$ cat config.mk
export PLATFORM = sky130hd
export DESIGN_NAME = user_clk_csr_flat
export DESIGN_NICKNAME = d
export VERILOG_FILES = /design/src/rtl/ccip_csr_pkg.sv /design/src/rtl/user_clk_csr_if.sv /design/src/rtl/user_clk_meas_fsm.sv /design/src/rtl/user_clk_csr.sv /design/src/flat_wrapper.sv
export SDC_FILE = /design/constraint.sdc
export NUM_CORES = 1
export LEC_CHECK = 0
export CORE_MARGIN = 5
export CORE_UTILIZATION = 30
export DETAILED_ROUTE_END_ITERATION = 10
export GPL_TIMING_DRIVEN = 0
export HOLD_SLACK_MARGIN = 0.12
export PLACE_DENSITY = 0.54
export SLEW_MARGIN = 20
export SYNTH_ARGS = -nofsm -noshare
export SYNTH_HDL_FRONTEND = slang
export SYNTH_SLANG_ARGS = --single-unit
export TNS_END_PERCENT = 5
$ cat constraint.sdc
create_clock -name pClk -period 22.1 [get_ports pClk]
set_clock_uncertainty 0.15 [all_clocks]
set_input_delay 4.42 -clock pClk [delete_from_list [all_inputs] [get_ports pClk]]
set_output_delay 4.42 -clock pClk [all_outputs]
set_load 0.01 [all_outputs]
$ cat src/rtl/ccip_csr_pkg.sv
// Shared CCI-P MMIO types, CSR map and measurement FSM types for the user-clock-test AFU.
package ccip_csr_pkg;

    localparam int unsigned CCIP_MMIO_ADDR_W = 16;
    localparam int unsigned CCIP_MMIO_DATA_W = 64;
    localparam int unsigned CCIP_TID_W       = 9;
    localparam int unsigned CSR_QIDX_W       = CCIP_MMIO_ADDR_W - 1;

    // CSR byte offsets
    localparam logic [17:0] CSR_DFH        = 18'h00;
    localparam logic [17:0] CSR_AFU_ID_L   = 18'h08;
    localparam logic [17:0] CSR_AFU_ID_H   = 18'h10;
    localparam logic [17:0] CSR_RSVD0      = 18'h18;
    localparam logic [17:0] CSR_RSVD1      = 18'h20;
    localparam logic [17:0] CSR_SCRATCH    = 18'h28;
    localparam logic [17:0] CSR_CTRL       = 18'h30;
    localparam logic [17:0] CSR_STATUS     = 18'h38;
    localparam logic [17:0] CSR_PCLK_COUNT = 18'h40;
    localparam logic [17:0] CSR_USR_COUNT  = 18'h48;

    // MMIO request header as carried on c0 (address is a dword address)
    typedef struct packed {
        logic [CCIP_MMIO_ADDR_W-1:0] address;
        logic [1:0]                  length;
        logic                        rsvd;
        logic [CCIP_TID_W-1:0]       tid;
    } t_ccip_c0_ReqMmioHdr;

    // Rx c0 channel, MMIO-relevant subset
    typedef struct packed {
        t_ccip_c0_ReqMmioHdr         hdr;
        logic [CCIP_MMIO_DATA_W-1:0] data;
        logic                        rspValid;
        logic                        mmioRdValid;
        logic                        mmioWrValid;
    } t_if_ccip_c0_Rx;

    typedef struct packed {
        logic           c0TxAlmFull;
        logic           c1TxAlmFull;
        t_if_ccip_c0_Rx c0;
    } t_if_ccip_Rx;

    typedef struct packed {
        logic [CCIP_TID_W-1:0] tid;
    } t_ccip_c2_RspMmioHdr;

    typedef struct packed {
        t_ccip_c2_RspMmioHdr         hdr;
        logic                        mmioRdValid;
        logic [CCIP_MMIO_DATA_W-1:0] data;
    } t_if_ccip_c2_Tx;

    typedef enum logic [1:0] {
        MEAS_IDLE   = 2'd0,
        MEAS_RUN    = 2'd1,
        MEAS_SETTLE = 2'd2,
        MEAS_DONE   = 2'd3
    } t_meas_state;

    // CTRL strobes: bit0 start, bit1 clear
    typedef struct packed {
        logic clear;
        logic start;
    } t_ctrl_reg;

    // Byte offset to qword index as seen on hdr.address[15:1]
    function automatic logic [CSR_QIDX_W-1:0] qword_idx(input logic [17:0] byte_off);
        return CSR_QIDX_W'(byte_off >> 3);
    endfunction

    // Device feature header: type[63:60], eol[40], next[39:16], feature id[11:0]
    function automatic logic [63:0] dfh_build(input logic [3:0]  ftype,
                                              input logic [23:0] next,
                                              input logic        eol,
                                              input logic [11:0] fid);
        return {ftype, 19'b0, eol, next, 4'b0, fid};
    endfunction

endpackage

$ cat src/rtl/user_clk_csr_if.sv
// CCI-P MMIO path between the registered Rx port and the C2 response channel.
interface user_clk_csr_if;
    import ccip_csr_pkg::*;

    t_if_ccip_Rx    cp2af_sRxPort;
    t_if_ccip_c2_Tx af2cp_sTxC2;

    modport master (output cp2af_sRxPort, input  af2cp_sTxC2);
    modport slave  (input  cp2af_sRxPort, output af2cp_sTxC2);
endinterface

$ cat src/rtl/user_clk_meas_fsm.sv
// Fixed-window measurement sequencer: gates the uClk counter and captures its result.
module user_clk_meas_fsm
    import ccip_csr_pkg::*;
#(
    parameter logic [63:0] WINDOW_CYCLES = 64'd400000,
    parameter int unsigned SETTLE_CYCLES = 16
) (
    input  logic        clk,
    input  logic        rst,
    input  t_ctrl_reg   ctrl_c,
    input  logic [63:0] usr_count,
    output logic        meas_en,
    output logic        meas_clr,
    output logic        busy_c,
    output logic        done_c,
    output logic [63:0] pclk_count,
    output logic [63:0] usr_count_cap
);

    localparam int unsigned          SETTLE_W    = $clog2(SETTLE_CYCLES + 1);
    localparam logic [63:0]          WINDOW_LAST = WINDOW_CYCLES - 64'd1;
    localparam logic [SETTLE_W-1:0]  SETTLE_LAST = SETTLE_W'(SETTLE_CYCLES - 1);

    t_meas_state         state_q, state_d;
    logic                pend_q, pend_d;
    logic                meas_en_q, meas_en_d;
    logic                meas_clr_q, meas_clr_d;
    logic [63:0]         pclk_q, pclk_d;
    logic [63:0]         usrc_q, usrc_d;
    logic [SETTLE_W-1:0] settle_q, settle_d;

    // State and counter registers
    always_ff @(posedge clk or posedge rst) begin
        if (rst) begin
            state_q    <= MEAS_IDLE;
            pend_q     <= 1'b0;
            meas_en_q  <= 1'b0;
            meas_clr_q <= 1'b0;
            pclk_q     <= '0;
            usrc_q     <= '0;
            settle_q   <= '0;
        end else begin
            state_q    <= state_d;
            pend_q     <= pend_d;
            meas_en_q  <= meas_en_d;
            meas_clr_q <= meas_clr_d;
            pclk_q     <= pclk_d;
            usrc_q     <= usrc_d;
            settle_q   <= settle_d;
        end
    end

    // Next state: a start spends one cycle clearing the uClk counter before RUN opens the window
    always_comb begin
        state_d    = state_q;
        pend_d     = 1'b0;
        meas_clr_d = 1'b0;
        pclk_d     = pclk_q;
        usrc_d     = usrc_q;
        settle_d   = settle_q;

        if (ctrl_c.clear) begin
            state_d    = MEAS_IDLE;
            meas_clr_d = 1'b1;
            pclk_d     = '0;
            usrc_d     = '0;
            settle_d   = '0;
        end else begin
            case (state_q)
                MEAS_IDLE, MEAS_DONE: begin
                    if (ctrl_c.start) begin
                        state_d    = MEAS_IDLE;
                        pend_d     = 1'b1;
                        meas_clr_d = 1'b1;
                        pclk_d     = '0;
                    end else if (pend_q) begin
                        state_d = MEAS_RUN;
                    end
                end
                MEAS_RUN: begin
                    pclk_d = pclk_q + 64'd1;
                    if (pclk_q == WINDOW_LAST) begin
                        state_d  = MEAS_SETTLE;
                        settle_d = '0;
                    end
                end
                MEAS_SETTLE: begin
                    if (settle_q == SETTLE_LAST) begin
                        usrc_d  = usr_count;
                        state_d = MEAS_DONE;
                    end else begin
                        settle_d = settle_q + SETTLE_W'(1);
                    end
                end
                default: state_d = MEAS_IDLE;
            endcase
        end

        meas_en_d = (state_d == MEAS_RUN);
    end

    assign meas_en       = meas_en_q;
    assign meas_clr      = meas_clr_q;
    assign busy_c        = (state_q == MEAS_RUN) || (state_q == MEAS_SETTLE);
    assign done_c        = (state_q == MEAS_DONE);
    assign pclk_count    = pclk_q;
    assign usr_count_cap = usrc_q;

endmodule

$ cat src/rtl/user_clk_csr.sv
// MMIO CSR block for the user-clock-test AFU: DFH/ID/scratch plus measurement control.
module user_clk_csr
    import ccip_csr_pkg::*;
#(
    parameter logic [63:0] AFU_ID_L      = 64'h0,
    parameter logic [63:0] AFU_ID_H      = 64'h0,
    parameter logic [63:0] WINDOW_CYCLES = 64'd400000,
    parameter int unsigned SETTLE_CYCLES = 16
) (
    input  logic                 pClk,
    input  logic                 SoftReset,
    user_clk_csr_if.slave        mmio,
    output logic                 meas_en,
    output logic                 meas_clr,
    input  logic [63:0]          usr_count
);

    localparam logic [CSR_QIDX_W-1:0] Q_DFH        = qword_idx(CSR_DFH);
    localparam logic [CSR_QIDX_W-1:0] Q_AFU_ID_L   = qword_idx(CSR_AFU_ID_L);
    localparam logic [CSR_QIDX_W-1:0] Q_AFU_ID_H   = qword_idx(CSR_AFU_ID_H);
    localparam logic [CSR_QIDX_W-1:0] Q_RSVD0      = qword_idx(CSR_RSVD0);
    localparam logic [CSR_QIDX_W-1:0] Q_RSVD1      = qword_idx(CSR_RSVD1);
    localparam logic [CSR_QIDX_W-1:0] Q_SCRATCH    = qword_idx(CSR_SCRATCH);
    localparam logic [CSR_QIDX_W-1:0] Q_CTRL       = qword_idx(CSR_CTRL);
    localparam logic [CSR_QIDX_W-1:0] Q_STATUS     = qword_idx(CSR_STATUS);
    localparam logic [CSR_QIDX_W-1:0] Q_PCLK_COUNT = qword_idx(CSR_PCLK_COUNT);
    localparam logic [CSR_QIDX_W-1:0] Q_USR_COUNT  = qword_idx(CSR_USR_COUNT);
    localparam logic [63:0]           DFH_VALUE    = dfh_build(4'h1, 24'h0, 1'b1, 12'h0);

    t_if_ccip_Rx             rx_c;
    logic [CSR_QIDX_W-1:0]   qidx_c;
    logic                    unused_rx_c;

    logic [63:0]             scratch_q, scratch_d;
    t_ctrl_reg               ctrl_c;
    logic [63:0]             rd_data_c;

    logic                    rd_vld_q, rd_vld_d;
    logic [CCIP_TID_W-1:0]   rd_tid_q, rd_tid_d;
    logic [63:0]             rd_data_q, rd_data_d;
    t_if_ccip_c2_Tx          c2_q, c2_d;

    logic                    busy_c;
    logic                    done_c;
    logic [63:0]             pclk_count;
    logic [63:0]             usr_count_cap;

    assign rx_c        = mmio.cp2af_sRxPort;
    assign qidx_c      = rx_c.c0.hdr.address[15:1];
    assign unused_rx_c = ^{rx_c.c0TxAlmFull, rx_c.c1TxAlmFull, rx_c.c0.rspValid, rx_c.c0.hdr.rsvd};

    // Write decode: scratch update and CTRL strobes
    always_comb begin
        scratch_d = scratch_q;
        ctrl_c    = '0;
        if (rx_c.c0.mmioWrValid) begin
            if (qidx_c == Q_SCRATCH) begin
                if (rx_c.c0.hdr.length == 2'b01) begin
                    scratch_d = rx_c.c0.data;
                end else if (rx_c.c0.hdr.length == 2'b00) begin
                    if (rx_c.c0.hdr.address[0]) begin
                        scratch_d[63:32] = rx_c.c0.data[31:0];
                    end else begin
                        scratch_d[31:0]  = rx_c.c0.data[31:0];
                    end
                end
            end else if (qidx_c == Q_CTRL) begin
                if ((rx_c.c0.hdr.length == 2'b01) ||
                    ((rx_c.c0.hdr.length == 2'b00) && !rx_c.c0.hdr.address[0])) begin
                    ctrl_c = t_ctrl_reg'(rx_c.c0.data[1:0]);
                end
            end
        end
    end

    // Read mux: whole qword regardless of access length
    always_comb begin
        rd_data_c = '0;
        case (qidx_c)
            Q_DFH:        rd_data_c = DFH_VALUE;
            Q_AFU_ID_L:   rd_data_c = AFU_ID_L;
            Q_AFU_ID_H:   rd_data_c = AFU_ID_H;
            Q_RSVD0:      rd_data_c = '0;
            Q_RSVD1:      rd_data_c = '0;
            Q_SCRATCH:    rd_data_c = scratch_q;
            Q_CTRL:       rd_data_c = '0;
            Q_STATUS:     rd_data_c = {62'b0, done_c, busy_c};
            Q_PCLK_COUNT: rd_data_c = pclk_count;
            Q_USR_COUNT:  rd_data_c = usr_count_cap;
            default:      rd_data_c = '0;
        endcase
    end

    // Two-stage read response pipeline
    always_comb begin
        rd_vld_d  = rx_c.c0.mmioRdValid;
        rd_tid_d  = rx_c.c0.hdr.tid;
        rd_data_d = rd_data_c;

        c2_d             = '0;
        c2_d.mmioRdValid = rd_vld_q;
        if (rd_vld_q) begin
            c2_d.hdr.tid = rd_tid_q;
            c2_d.data    = rd_data_q;
        end
    end

    // CSR and response registers
    always_ff @(posedge pClk or posedge SoftReset) begin
        if (SoftReset) begin
            scratch_q <= '0;
            rd_vld_q  <= 1'b0;
            rd_tid_q  <= '0;
            rd_data_q <= '0;
            c2_q      <= '0;
        end else begin
            scratch_q <= scratch_d;
            rd_vld_q  <= rd_vld_d;
            rd_tid_q  <= rd_tid_d;
            rd_data_q <= rd_data_d;
            c2_q      <= c2_d;
        end
    end

    assign mmio.af2cp_sTxC2 = c2_q;

    user_clk_meas_fsm #(
        .WINDOW_CYCLES (WINDOW_CYCLES),
        .SETTLE_CYCLES (SETTLE_CYCLES)
    ) u_meas_fsm (
        .clk           (pClk),
        .rst           (SoftReset),
        .ctrl_c        (ctrl_c),
        .usr_count     (usr_count),
        .meas_en       (meas_en),
        .meas_clr      (meas_clr),
        .busy_c        (busy_c),
        .done_c        (done_c),
        .pclk_count    (pclk_count),
        .usr_count_cap (usr_count_cap)
    );

endmodule

$ cat src/flat_wrapper.sv
// flat-port wrapper written by rule: the top's interface ports become plain ports
module user_clk_csr_flat import ccip_csr_pkg::*;
#(
    parameter logic [63:0] AFU_ID_L      = 64'h0,
    parameter logic [63:0] AFU_ID_H      = 64'h0,
    parameter logic [63:0] WINDOW_CYCLES = 64'd400000,
    parameter int unsigned SETTLE_CYCLES = 16
)
  (pClk, SoftReset, meas_en, meas_clr, usr_count, mmio_cp2af_sRxPort, mmio_af2cp_sTxC2);
  user_clk_csr_if mmio_i ();
  input  logic pClk;
  input  logic SoftReset;
  output logic meas_en;
  output logic meas_clr;
  input  logic [63:0] usr_count;
  input wire logic [$bits(mmio_i.cp2af_sRxPort)-1:0] mmio_cp2af_sRxPort;
  output wire logic [$bits(mmio_i.af2cp_sTxC2)-1:0] mmio_af2cp_sTxC2;
  assign mmio_i.cp2af_sRxPort = mmio_cp2af_sRxPort;
  assign mmio_af2cp_sTxC2 = mmio_i.af2cp_sTxC2;
  user_clk_csr #(.AFU_ID_L(AFU_ID_L), .AFU_ID_H(AFU_ID_H), .WINDOW_CYCLES(WINDOW_CYCLES), .SETTLE_CYCLES(SETTLE_CYCLES)) u_core (.pClk(pClk), .SoftReset(SoftReset), .mmio(mmio_i), .meas_en(meas_en), .meas_clr(meas_clr), .usr_count(usr_count));
endmodule
# ---- Word-level counts from Yosys, hierarchy flattened
# Index checks and enable logic that the tools add are counted.
dict set report totals {
  ff_bits 350
  output_inout_bits 76
}
dict set report op_classes {
  add_sub_neg 2
  muxes 31
  eq_ne 16
  reduce_logical 19
}
# op n
set op_table {}
lappend op_table {{64-bit 2-to-1 mux} 8}
lappend op_table {{64-bit one-hot mux with 5 select lines} 1}
lappend op_table {{64-bit one-hot mux with 2 select lines} 1}
lappend op_table {{64-bit by 1-bit adder with 64-bit output (second input constant)} 1}
lappend op_table {{64-bit by 19-bit equality test with 1-bit output (second input constant)} 1}
lappend op_table {{32-bit 2-to-1 mux} 2}
lappend op_table {{15-bit by 3-bit equality test with 1-bit output (second input constant)} 3}
lappend op_table {{15-bit by 4-bit equality test with 1-bit output (second input constant)} 2}
lappend op_table {{2-bit 2-to-1 mux} 9}
lappend op_table {{15-bit logical NOT} 1}
lappend op_table {{5-bit 2-to-1 mux} 3}
lappend op_table {{5-bit one-hot mux with 2 select lines} 1}
lappend op_table {{9-bit 2-to-1 mux} 1}
lappend op_table {{4-bit AND reduction} 2}
lappend op_table {{2-bit nonzero test} 4}
lappend op_table {{2-bit by 1-bit equality test with 1-bit output (second input constant)} 3}
lappend op_table {{3-bit by 2-bit != test with 1-bit output (second input constant)} 2}
lappend op_table {{2-bit one-hot mux with 3 select lines} 1}
lappend op_table {{3-bit nonzero test} 2}
lappend op_table {{5-bit by 1-bit adder with 5-bit output (second input constant)} 1}
lappend op_table {{5-bit by 4-bit equality test with 1-bit output (second input constant)} 1}
lappend op_table {{2-bit equality test (second input constant)} 2}
lappend op_table {{2-bit logical NOT} 2}
lappend op_table {{1-bit 2-to-1 mux} 4}
lappend op_table {{8 further kinds} 10}

# ---- Logic depth before layout (Yosys ltp)
# Gate-level depths: netlist of the first run.
dict set report depth {
  word_depth 11
  ltp_mapped 11
}

# ---- Modules after synthesis
# Synthesis of the first run repeated with hierarchy kept, for this count alone.
dict set report hier_totals {
  cells_unflattened 1357
  area_unflattened_um2 15004.4
}
# module cells_per_inst area_per_inst_um2 instances seq_area_each_um2
set by_module_without_submodules {}
lappend by_module_without_submodules {user_clk_csr 589 8151.6 1 5305.1}
lappend by_module_without_submodules {user_clk_meas_fsm 768 6852.8 1 3453.3}

# ---- Least setup slack after synthesis of the first run
# OpenSTA, ideal clock, no wires.
dict set report synth_path {
  path_kind {input -> register}
  start {in mmio_cp2af_sRxPort[87]}
  end {reg u_core.u_meas_fsm.pclk_q[14], in the netlist u_core.u_meas_fsm.pclk_count[14]}
  t_arrival_ns 6.304
  setup_time_ns 0.132
  setup_slack_ns 15.514
  stages 10
  cell_sequence {nor4_1 and3_1 and3_1 clkbuf_1 nor2b_1 clkbuf_1 clkbuf_1 clkbuf_1 o21ai_0 o41ai_1}
}
dict set report synth_via {
  elab_chain_len 6
  word_cells_on_any_way 9
  classes_between {eq/ne (3); mux (4); reduce/logical (2)}
}
# element line
set synth_rtl {}
lappend synth_rtl {{start, declared} flat_wrapper.sv:16} ;# input wire logic [$bits(mmio_i.cp2af_sRxPort)-1:0] mmio_cp2af_sRxPort;
lappend synth_rtl {{15-bit by 3-bit equality test with 1-bit output} user_clk_csr.sv:67} ;# end else if (qidx_c == Q_CTRL) begin
lappend synth_rtl {{2-bit 2-to-1 mux} user_clk_csr.sv:67}
lappend synth_rtl {{2-bit 2-to-1 mux (*)} user_clk_csr.sv:57} ;# if (qidx_c == Q_SCRATCH) begin
lappend synth_rtl {{2-bit 2-to-1 mux (*)} user_clk_csr.sv:56} ;# if (rx_c.c0.mmioWrValid) begin
lappend synth_rtl {{3-bit by 1-bit != test with 1-bit output (no line) or 3-bit nonzero test (tied branches)} n/a}
lappend synth_rtl {{2-bit AND reduction (no line)} n/a}
lappend synth_rtl {{end signal, assigned} user_clk_meas_fsm.sv:47} ;# pclk_q <= pclk_d;
lappend synth_rtl {{end, declared} user_clk_meas_fsm.sv:28} ;# logic [63:0] pclk_q, pclk_d;
# Mark *: on every way between the ends. The rest lies on a longest branch, timed or not.
# A chain may end at the register's enable or synchronous reset.

# ---- Worst setup path in the final report of the first run
dict set report layout_path {
  start {in mmio_cp2af_sRxPort[87]}
  end {reg u_core.u_meas_fsm.pclk_q[32], in the netlist u_core.u_meas_fsm.pclk_count[32]}
}
# The elaborated chain is that of the path after synthesis.

==> results.json, run 1 <==
{
  "grt_pass1_wl_um": 84800,
  "slew_headroom_pct": 28.9,
  "die_height_um": 235,
  "syn_area_um2": 15200,
  "first_pass_iters": 5,
  "synth_seq_area_share_pct": 57.5,
  "place_inst": 2409,
  "start_util_pct": 30.4,
  "drive_above_1_share_pct": 5.82,
  "required_ns": 22.36,
  "p_seq_share_pct": 43.7,
  "min-delay-path-class": "reg2reg",
  "outcome": "finished, final reports clean",
  "synth.area.top_cells": "dfrtp_1 (58%), mux2i_1 (6.6%), nand2_1 (6.5%)",
  "fin_crit_sh_pct": 34.8,
  "p_switching_uw": 394,
  "seq_area_um2": 8760,
  "synth_edf_count": 0,
  "dp_hpwl_um": 43700,
  "synth-seq-cells": 350,
  "end_kind": "flop",
  "row_count": 82,
  "p_per_area_nw_per_um2": 76.5,
  "drt-initial-drc-count": 1010,
  "maxCapViolCount": 0,
  "yosys_warnings": 0,
  "tns_ns": 0,
  "die_x_um": 235,
  "clkPwrFrac_pct": 43.8,
  "first_global_vias": 12900,
  "numCtsBuffers": 38,
  "die_area_um2": 55400,
  "fin_crit_ns": 7.69,
  "async_reset_ff_share_pct": 100,
  "drc_errors": 0,
  "cts.repair.resized": 0,
  "cts_setup_buffers": 0,
  "start_kind": "input port",
  "cts.reportedPaths.clkPinSlew_ns": 0.06,
  "clkSinkCount": 350,
  "grt-ovfl-total": 0,
  "rsz0062_at_grt": "false",
  "utilization_pct": 39.5,
  "core-area_um2": 50200,
  "switching_share_pct": 26.0,
  "wl_um": 57200,
  "power_frac_comb_pct": 12.5,
  "cts_tree": "done",
  "netlist_instances": 1500,
  "path_max_fanout": 10,
  "gp_congestion": 0.899,
  "nFillCells": 4950,
  "clockBufferDepth": 3,
  "setup-violations-final": 0,
  "max_stage_delay_ns": 0.68,
  "arrival_ns": 7.95,
  "syn2layout_area_growth_pct": 30.0,
  "synth.most_common_cell": "dfrtp_1",
  "maxSlewViolCount": 0,
  "antenna_found_initial": 0,
  "layout.nets": 1947,
  "p_leak_nw": 8.80,
  "insertion_delay_ns": 0.54,
  "vdd_ir_drop_max_v": 0.0000419,
  "vias_per_cell": 5.15,
  "htreeDepth": 2,
  "final-hold-violation-count": 0,
  "multi_input_area_um2": 6050,
  "hold_buffers": 0,
  "vias": 12700,
  "intPower_mw": 1.12,
  "cts_root_buf": "clkbuf_16",
  "worst_slew_pin_slew_ns": 1.07,
  "fmax_mhz": 130,
  "num_antenna_cells": 0,
  "crit_chain": "clkdlybuf4s50_1 -> nor4_1 -> nand3_1 -> o21ai_1 -> clkbuf_1 -> buf_1 -> nor2_1 -> o21ai_0 -> o31ai_1",
  "synth_common_cells": "dfrtp_1 (350), nand2_1 (263), o21ai_0 (170)",
  "syn_area_per_cell_um2": 10.2,
  "yosys.area.top_type": "dfrtp_1",
  "synth_top_area_share_pct": 57.5,
  "synth_fp_nets": 1670,
  "grt_max_degree": 104,
  "grt_usage_pct": 20.0,
  "ios": 239,
  "io_buffers": 234,
  "antenna_left": 0,
  "wire_per_inst_um": 23.1,
  "path_class": "in2reg",
  "stdcell_count": 2475,
  "ys.flop_type": "dfrtp_1",
  "slowest_stage": "o21ai_1",
  "ys_types": 47
}
power groups by stage:
stage / Combinational (mW) / Sequential (mW) / Clock [mW]
floorplan: 0.0915 / 0.670 / 0
global placement: 0.184 / 0.674 / 0
detailed placement: 0.187 / 0.674 / 0
CTS: 0.188 / 0.662 / 0.673
global route: 0.203 / 0.663 / 0.701
finish: 0.189 / 0.662 / 0.662
placed cells by master (no fill, tap or decap), drive strengths merged, types with 2 or more instances in the layout:
cell type / synthesis / routed
nand3: 40 / 40
and2: 77 / 77
o22ai: 4 / 4
nor2b: 2 / 2
clkinv: 0 / 4
buf: 17 / 20
bufinv: 0 / 5
clkdlybuf4s50: 0 / 234
dfrtp: 350 / 350
o21ai: 183 / 183
and3: 22 / 22
ha: 7 / 7
or3: 4 / 4
mux2i: 100 / 100
a31oi: 19 / 19
or4: 11 / 11
o31ai: 13 / 13
clkbuf: 85 / 141
mux2: 32 / 32
nor3: 11 / 11
a21oi: 95 / 95
a211oi: 2 / 2
nand4: 34 / 34
nor4: 25 / 25
inv: 13 / 14
nand2: 263 / 263
nor2: 43 / 43
nor3b: 2 / 2
nand2b: 9 / 9
a21o: 4 / 4
o211ai: 3 / 3
nand3b: 2 / 2
o41ai: 3 / 3
and4: 17 / 17
layer usage:
metal | vias up | share of wire, % | global-route usage, %
met5 | - | 0 | 0
met2 | 473 | 47 | 32.7
li1 | 5803 | - | -
met4 | 0 | 4.0 | 7.44
met3 | 96 | 6.4 | 3.96
met1 | 6376 | 42 | 26.5
through the flow:
| stage | hold WS (ns) | setup WS [ns] | power, mW | area, um^2 |
|---|---|---|---|---|
| floorplan | 0.202 | 7.82 | 0.762 | 15200 |
| global placement | 0.207 | 3.46 | 0.858 | 18400 |
| detailed placement | 0.207 | 13.97 | 0.860 | 18500 |
| CTS | 0.219 | 14.54 | 1.52 | 19800 |
| global route | 0.231 | 14.25 | 1.57 | 19800 |
| finish | 0.216 | 14.41 | 1.51 | 19800 |
state kept, by name, summed over array words and instances, names as in the netlist:
| signal | cells |
|---|---|
| u_core.u_meas_fsm.state_q | 2 |
| u_core.scratch_q | 64 |
| u_core.rd_tid_q | 9 |
| u_core.u_meas_fsm.meas_en | 1 |
| u_core.u_meas_fsm.meas_clr | 1 |
| u_core.u_meas_fsm.pend_q | 1 |
| u_core.rd_data_q | 64 |
| u_core.u_meas_fsm.settle_q | 5 |
| u_core.u_meas_fsm.pclk_count | 64 |
| u_core.mmio.af2cp_sTxC2 | 74 |
| u_core.u_meas_fsm.usr_count_cap | 64 |
| u_core.rd_vld_q | 1 |
worst paths after layout:
check                                             start                                to  slack (ns)  cells after the start
max in group asynchronous                     SoftReset     u_core.u_meas_fsm.settle_q[1]       16.34                      4
setup / recovery                 mmio_cp2af_sRxPort[87]  u_core.u_meas_fsm.pclk_count[32]       14.41                      9
min in group asynchronous                     SoftReset       u_core.mmio.af2cp_sTxC2[41]        4.17                      2
setup reg to reg           u_core.u_meas_fsm.state_q[0]  u_core.u_meas_fsm.pclk_count[23]       18.37                     11
hold / removal                          u_core.rd_vld_q       u_core.mmio.af2cp_sTxC2[64]        0.22                      0
hold reg to reg                         u_core.rd_vld_q       u_core.mmio.af2cp_sTxC2[64]        0.22                      0
logic make-up after synthesis:
group | share of synthesized area [%]
AO/OA/AOI/OAI | 11.8
adder cells (fa/ha/maj) | 0.575
buffers and inverters | 2.89
flip-flops | 57.5
multiplexers | 8.94
AND/OR/NAND/NOR | 18.3
worst max-delay path, delay by kind of cell:
family	cells	cell delay (ns)
buf+inv	3	1.68
simple gates	3	0.86
compound gates	3	0.99
layout make-up:
class	instances	area share, %
Clock buffer	56	5.56
Sequential cell	350	44.2
Buffer	102	1.98
Clock inverter	10	0.904
Multi-Input combinational cell	1035	30.5
Tap cell	672	4.25
Timing Repair Buffer	237	12.2
Inverter	13	0.284
No activity file was read; power rests on OpenSTA's default activity.
==> run 2: changes to the inputs <==
==> constraint.sdc (replaced) <==
create_clock -name pClk -period 7.5 [get_ports pClk]
set_clock_uncertainty 0.15 [all_clocks]
set_input_delay 1.5 -clock pClk [delete_from_list [all_inputs] [get_ports pClk]]
set_output_delay 1.5 -clock pClk [all_outputs]
set_load 0.01 [all_outputs]
==> results.json, run 2 (synthesized netlist as in run 1, its figures left out) <==
{
  "drc_errors": 0,
  "required_ns": 7.74,
  "power_mw": 4.43,
  "largest_reg_flops": 74,
  "fin_crit_ns": 4.68,
  "worst_slew_pin_slew_ns": 1.12,
  "gp_congestion": 0.931,
  "row_count": 82,
  "final_cell_mix": "dfrtp_1 (350), nand2_1 (263), clkdlybuf4s50_1 (234)",
  "numCtsBuffers": 39,
  "ios": 239,
  "cts.reportedPaths.clkPinSlew_ns": 0.06,
  "cts.repair.resized": 0,
  "start_kind": "input port",
  "clockBufferDepth": 3,
  "die_x_um": 235,
  "min-delay-path-class": "reg2reg",
  "end_kind": "flop",
  "cts_setup_buffers": 0,
  "max_stage_delay_ns": 0.73,
  "htreeDepth": 2,
  "path_max_fanout": 10,
  "nFillCells": 4915,
  "die_height_um": 235,
  "placed_cell_area_um2": 18700,
  "path_class": "in2reg",
  "pre_cts_ws_ns": 2.36,
  "vias": 12700,
  "design_area_um2": 19900,
  "grt-ovfl-total": 0,
  "core-area_um2": 50200,
  "vias_per_cell": 5.12,
  "slowest_stage": "clkbuf_1",
  "fmax_mhz": 213,
  "insertion_delay_ns": 0.55,
  "maxSlewViolCount": 0,
  "clkSinkCount": 350,
  "path_delay_family": "buffers and inverters",
  "p_leak_nw": 8.84,
  "crit_chain": "clkdlybuf4s50_1 -> nor4_1 -> nand3_1 -> o21ai_1 -> clkbuf_1 -> buf_1 -> nor2_1 -> o21ai_0 -> o41ai_1",
  "dp_hpwl_um": 44100,
  "vdd_ir_drop_max_v": 0.000120,
  "cts_tree": "done",
  "fin_crit_sh_pct": 62.5,
  "first_pass_iters": 6,
  "maxCapViolCount": 0,
  "grt_usage_pct": 19.9,
  "final-hold-violation-count": 0,
  "grt_pass1_wl_um": 84200,
  "cp_num_buf_inv": 3,
  "cts_root_buf": "clkbuf_16",
  "arrival_ns": 4.93,
  "slew_headroom_pct": 25.0,
  "antenna_found_initial": 2,
  "tns_ns": 0,
  "outcome": "finished, final reports clean",
  "final_common_cell": "dfrtp_1",
  "die_area_um2": 55400,
  "layout_setup_ws_ns": 2.82,
  "grt_max_degree": 36,
  "drive_above_1_share_pct": 6.55,
  "first_global_vias": 12900,
  "drt-initial-drc-count": 1076,
  "rsz0062_at_grt": "false",
  "start_util_pct": 30.4,
  "setup-violations-final": 0,
  "syn2layout_area_growth_pct": 30.9,
  "wire_per_inst_um": 22.9,
  "hold_buffers": 0,
  "wl_um": 57100,
  "antenna_left": 0,
  "layout.nets": 1956,
  "io_buffers": 234,
  "p_per_area_nw_per_um2": 222
}
## run 2: cell count changes in the layout (fill, tap and decap cells not counted), sizes merged
cell	change
buf	+8
bufinv	-3
clkinvlp	+6
diode	+2
clkbuf	-1
clkinv	+4
## run 2: routing by layer
| metal | routed length, um | up-vias | global-route usage, % |
|---|---|---|---|
| li1 | - | 5844 | - |
| met1 | 24200 | 6317 | 26.4 |
| met2 | 26700 | 477 | 32.4 |
| met3 | 3760 | 104 | 3.74 |
| met4 | 2480 | 2 | 7.74 |
| met5 | 13 | - | 0 |
## run 2: layout make-up
type	instances	area (um^2)	share of cell area, %
Multi-Input combinational cell	1035	6040	30.3
Antenna cell	2	5.00	0.0251
Clock inverter	17	169	0.847
Clock buffer	55	1110	5.55
Timing Repair Buffer	245	2570	12.9
Buffer	102	392	1.96
Inverter	13	52.6	0.264
Sequential cell	350	8760	43.9
Tap cell	672	841	4.22
## run 2: worst paths after layout
check                                                      to                    startpoint  slack (ns)  cells after the start
min in group asynchronous         u_core.mmio.af2cp_sTxC2[44]                     SoftReset        1.24                      2
max in group asynchronous  u_core.u_meas_fsm.usr_count_cap[3]                     SoftReset        4.64                      6
max reg2reg                  u_core.u_meas_fsm.pclk_count[14]  u_core.u_meas_fsm.state_q[0]        3.69                     11
max                          u_core.u_meas_fsm.pclk_count[14]        mmio_cp2af_sRxPort[92]        2.82                      9
min reg2reg                       u_core.mmio.af2cp_sTxC2[64]               u_core.rd_vld_q        0.23                      0
min                               u_core.mmio.af2cp_sTxC2[64]               u_core.rd_vld_q        0.23                      0
## run 2: stage by stage
step	instances	hold WS (ns)	utilization, %
floorplan	1500	0.202	-
global placement	2406	0.206	36.7
detailed placement	2417	0.217	37.2
CTS	2489	0.232	39.7
global route	2489	0.259	39.7
finish	2491	0.231	39.7
## run 2: power by group
part	switching, mW	leakage (nW)	total [mW]	internal (mW)
Clock	0.802	0.615	1.91	1.11
Combinational	0.360	3.71	0.566	0.206
Sequential	0.0328	4.52	1.95	1.92
==> run 3: changes to the inputs <==
--- a/config.mk
+++ b/config.mk
@@ -10,7 +10,7 @@
 export DETAILED_ROUTE_END_ITERATION = 10
 export GPL_TIMING_DRIVEN = 0
 export HOLD_SLACK_MARGIN = 0.12
-export PLACE_DENSITY = 0.54
+export PLACE_DENSITY = 0.55
 export SLEW_MARGIN = 20
 export SYNTH_ARGS = -nofsm -noshare
 export SYNTH_HDL_FRONTEND = slang
==> constraint.sdc (replaced) <==
create_clock -name pClk -period 4.2 [get_ports pClk]
set_clock_uncertainty 0.15 [all_clocks]
set_input_delay 0.84 -clock pClk [delete_from_list [all_inputs] [get_ports pClk]]
set_output_delay 0.84 -clock pClk [all_outputs]
set_load 0.01 [all_outputs]
==> results.json, run 3 (synthesized netlist as in run 1, its figures left out) <==
{
  "row_count": 82,
  "hold_depth": 0,
  "syn2layout_area_growth_pct": 31.0,
  "start_util_pct": 30.4,
  "die_area_um2": 55400,
  "holdWs_ns": 0.220,
  "final-hold-violation-count": 0,
  "required_ns": 4.46,
  "rsz0062_at_grt": "false",
  "drive_above_1_share_pct": 6.56,
  "setup-violations-final": 0,
  "clkSinkCount": 350,
  "ff2ff_path_depth": 11,
  "fin_crit_sh_pct": 94.5,
  "stdcell_count": 2485,
  "place_inst": 2417,
  "numCtsBuffers": 38,
  "num_antenna_cells": 0,
  "die_height_um": 235,
  "clkPwrFrac_pct": 43.4,
  "htreeDepth": 2,
  "largest_reg_flops": 74,
  "layout_setup_ws_ns": 0.233,
  "cts.reportedPaths.clkPinSlew_ns": 0.06,
  "antenna_found_initial": 3,
  "start_kind": "input port",
  "p_per_area_nw_per_um2": 397,
  "highest_layer": "met4",
  "final_cell_mix": "dfrtp_1 (350), nand2_1 (263), clkdlybuf4s50_1 (234)",
  "vias": 12900,
  "vias_per_cell": 5.20,
  "insertion_delay_ns": 0.54,
  "arrival_ns": 4.23,
  "grt_max_degree": 36,
  "r2r-end": "u_core.u_meas_fsm.pclk_count[23]",
  "ios": 239,
  "maxSlewViolCount": 0,
  "vdd_ir_drop_max_v": 0.000223,
  "slew_headroom_pct": 27.9,
  "fmax_mhz": 252,
  "intPower_mw": 5.84,
  "worst_slew_pin_slew_ns": 1.07,
  "wl_met2_um": 27400,
  "clockBufferDepth": 3,
  "worstReg2RegStart": "u_core.u_meas_fsm.state_q[0]",
  "drt-initial-drc-count": 1286,
  "core-area_um2": 50200,
  "end_kind": "flop",
  "power_frac_comb_pct": 12.6,
  "switching_share_pct": 26.2,
  "hold_buffers": 0,
  "wl_met3_um": 3630,
  "fin_crit_ns": 3.97,
  "wl_um": 56900,
  "maxCapViolCount": 0,
  "critPathLaunch": "mmio_cp2af_sRxPort[92]",
  "min-delay-path-class": "reg2reg",
  "p_switching_mw": 2.08,
  "p_seq_share_pct": 44.0,
  "io_buffers": 234,
  "power_mw": 7.92,
  "p_leak_nw": 8.87,
  "grt_pass1_wl_um": 84700,
  "dp_hpwl_um": 43800,
  "drc_errors": 0,
  "cts_root_buf": "clkbuf_16",
  "path_class": "in2reg",
  "r2r_setup_slack_ns": 0.55,
  "min_to": "u_core.mmio.af2cp_sTxC2[64]",
  "gp_congestion": 0.923,
  "cts_setup_buffers": 0,
  "layout.nets": 1955,
  "first_pass_iters": 5,
  "grt_usage_pct": 19.8,
  "first_global_vias": 13000,
  "path_max_fanout": 10,
  "antenna_left": 0,
  "wl_met1_um": 24000,
  "die_x_um": 235,
  "cts.repair.resized": 0,
  "cts_tree": "done",
  "outcome": "finished, final reports clean",
  "pre_cts_ws_ns": -0.204,
  "final_common_cell": "dfrtp_1",
  "wire_per_inst_um": 22.9,
  "grt-ovfl-total": 0,
  "min_from": "u_core.rd_vld_q"
}
[run 3: worst max-delay path: stages]
cell and delay [ns]:
clkdlybuf4s50_1 0.41, nor4_1 0.42, nand3_1 0.26, o21ai_1 0.61, clkbuf_1 0.69, buf_1 0.56, nor2_1 0.13, o21ai_0 0.19
o31ai_1 0.10
[run 3: area by class of cell]
cell class / instances / area, um^2
timing repair buffer: 245 / 2560
buffer: 102 / 392
clock buffer: 54 / 1120
clock inverter: 14 / 174
tap: 672 / 841
inverter: 13 / 52.6
fill: 4916 / 30200
multi-input combinational: 1035 / 6040
sequential: 350 / 8760
[run 3: worst max-delay path by stage]
stage | endpoint | slack [ns] | cells after the start
CTS | u_core.u_meas_fsm.pclk_count[32] | 0.33 | 9
global route | u_core.u_meas_fsm.pclk_count[23] | 0.09 | 9
global placement | u_core.u_meas_fsm.settle_q[3] | -3.87 | 2
detailed placement | u_core.u_meas_fsm.pclk_count[32] | -0.20 | 9
finish | u_core.u_meas_fsm.pclk_count[32] | 0.23 | 9
floorplan | u_core.mmio.af2cp_sTxC2[0] | -1.48 | 1
[run 3: routing by layer]
| metal | track usage [%] | vias up |
|---|---|---|
| li1 | - | 5819 |
| met1 | 26.5 | 6473 |
| met2 | 33.2 | 546 |
| met3 | 3.20 | 93 |
| met4 | 6.23 | 0 |
| met5 | 0 | - |
[run 3: stage by stage]
step / TNS, ns / utilization, % / instance area [um^2]
floorplan: -516.74 / - / 15200
global route: 0 / 39.8 / 19900
global placement: -1350.27 / 36.7 / 18400
detailed placement: -3.12 / 37.2 / 18600
CTS: 0 / 39.8 / 19900
finish: 0 / 39.8 / 19900
[run 3: power by group through the flow]
stage	sequential (mW)	clock [mW]	combinational [mW]
final	3.48	3.44	0.997
after global routing	3.49	3.65	1.07
after CTS	3.48	3.52	0.983
after detailed placement	3.54	0	0.977
after global placement	3.54	0	0.952
after floorplan	3.53	0	0.482
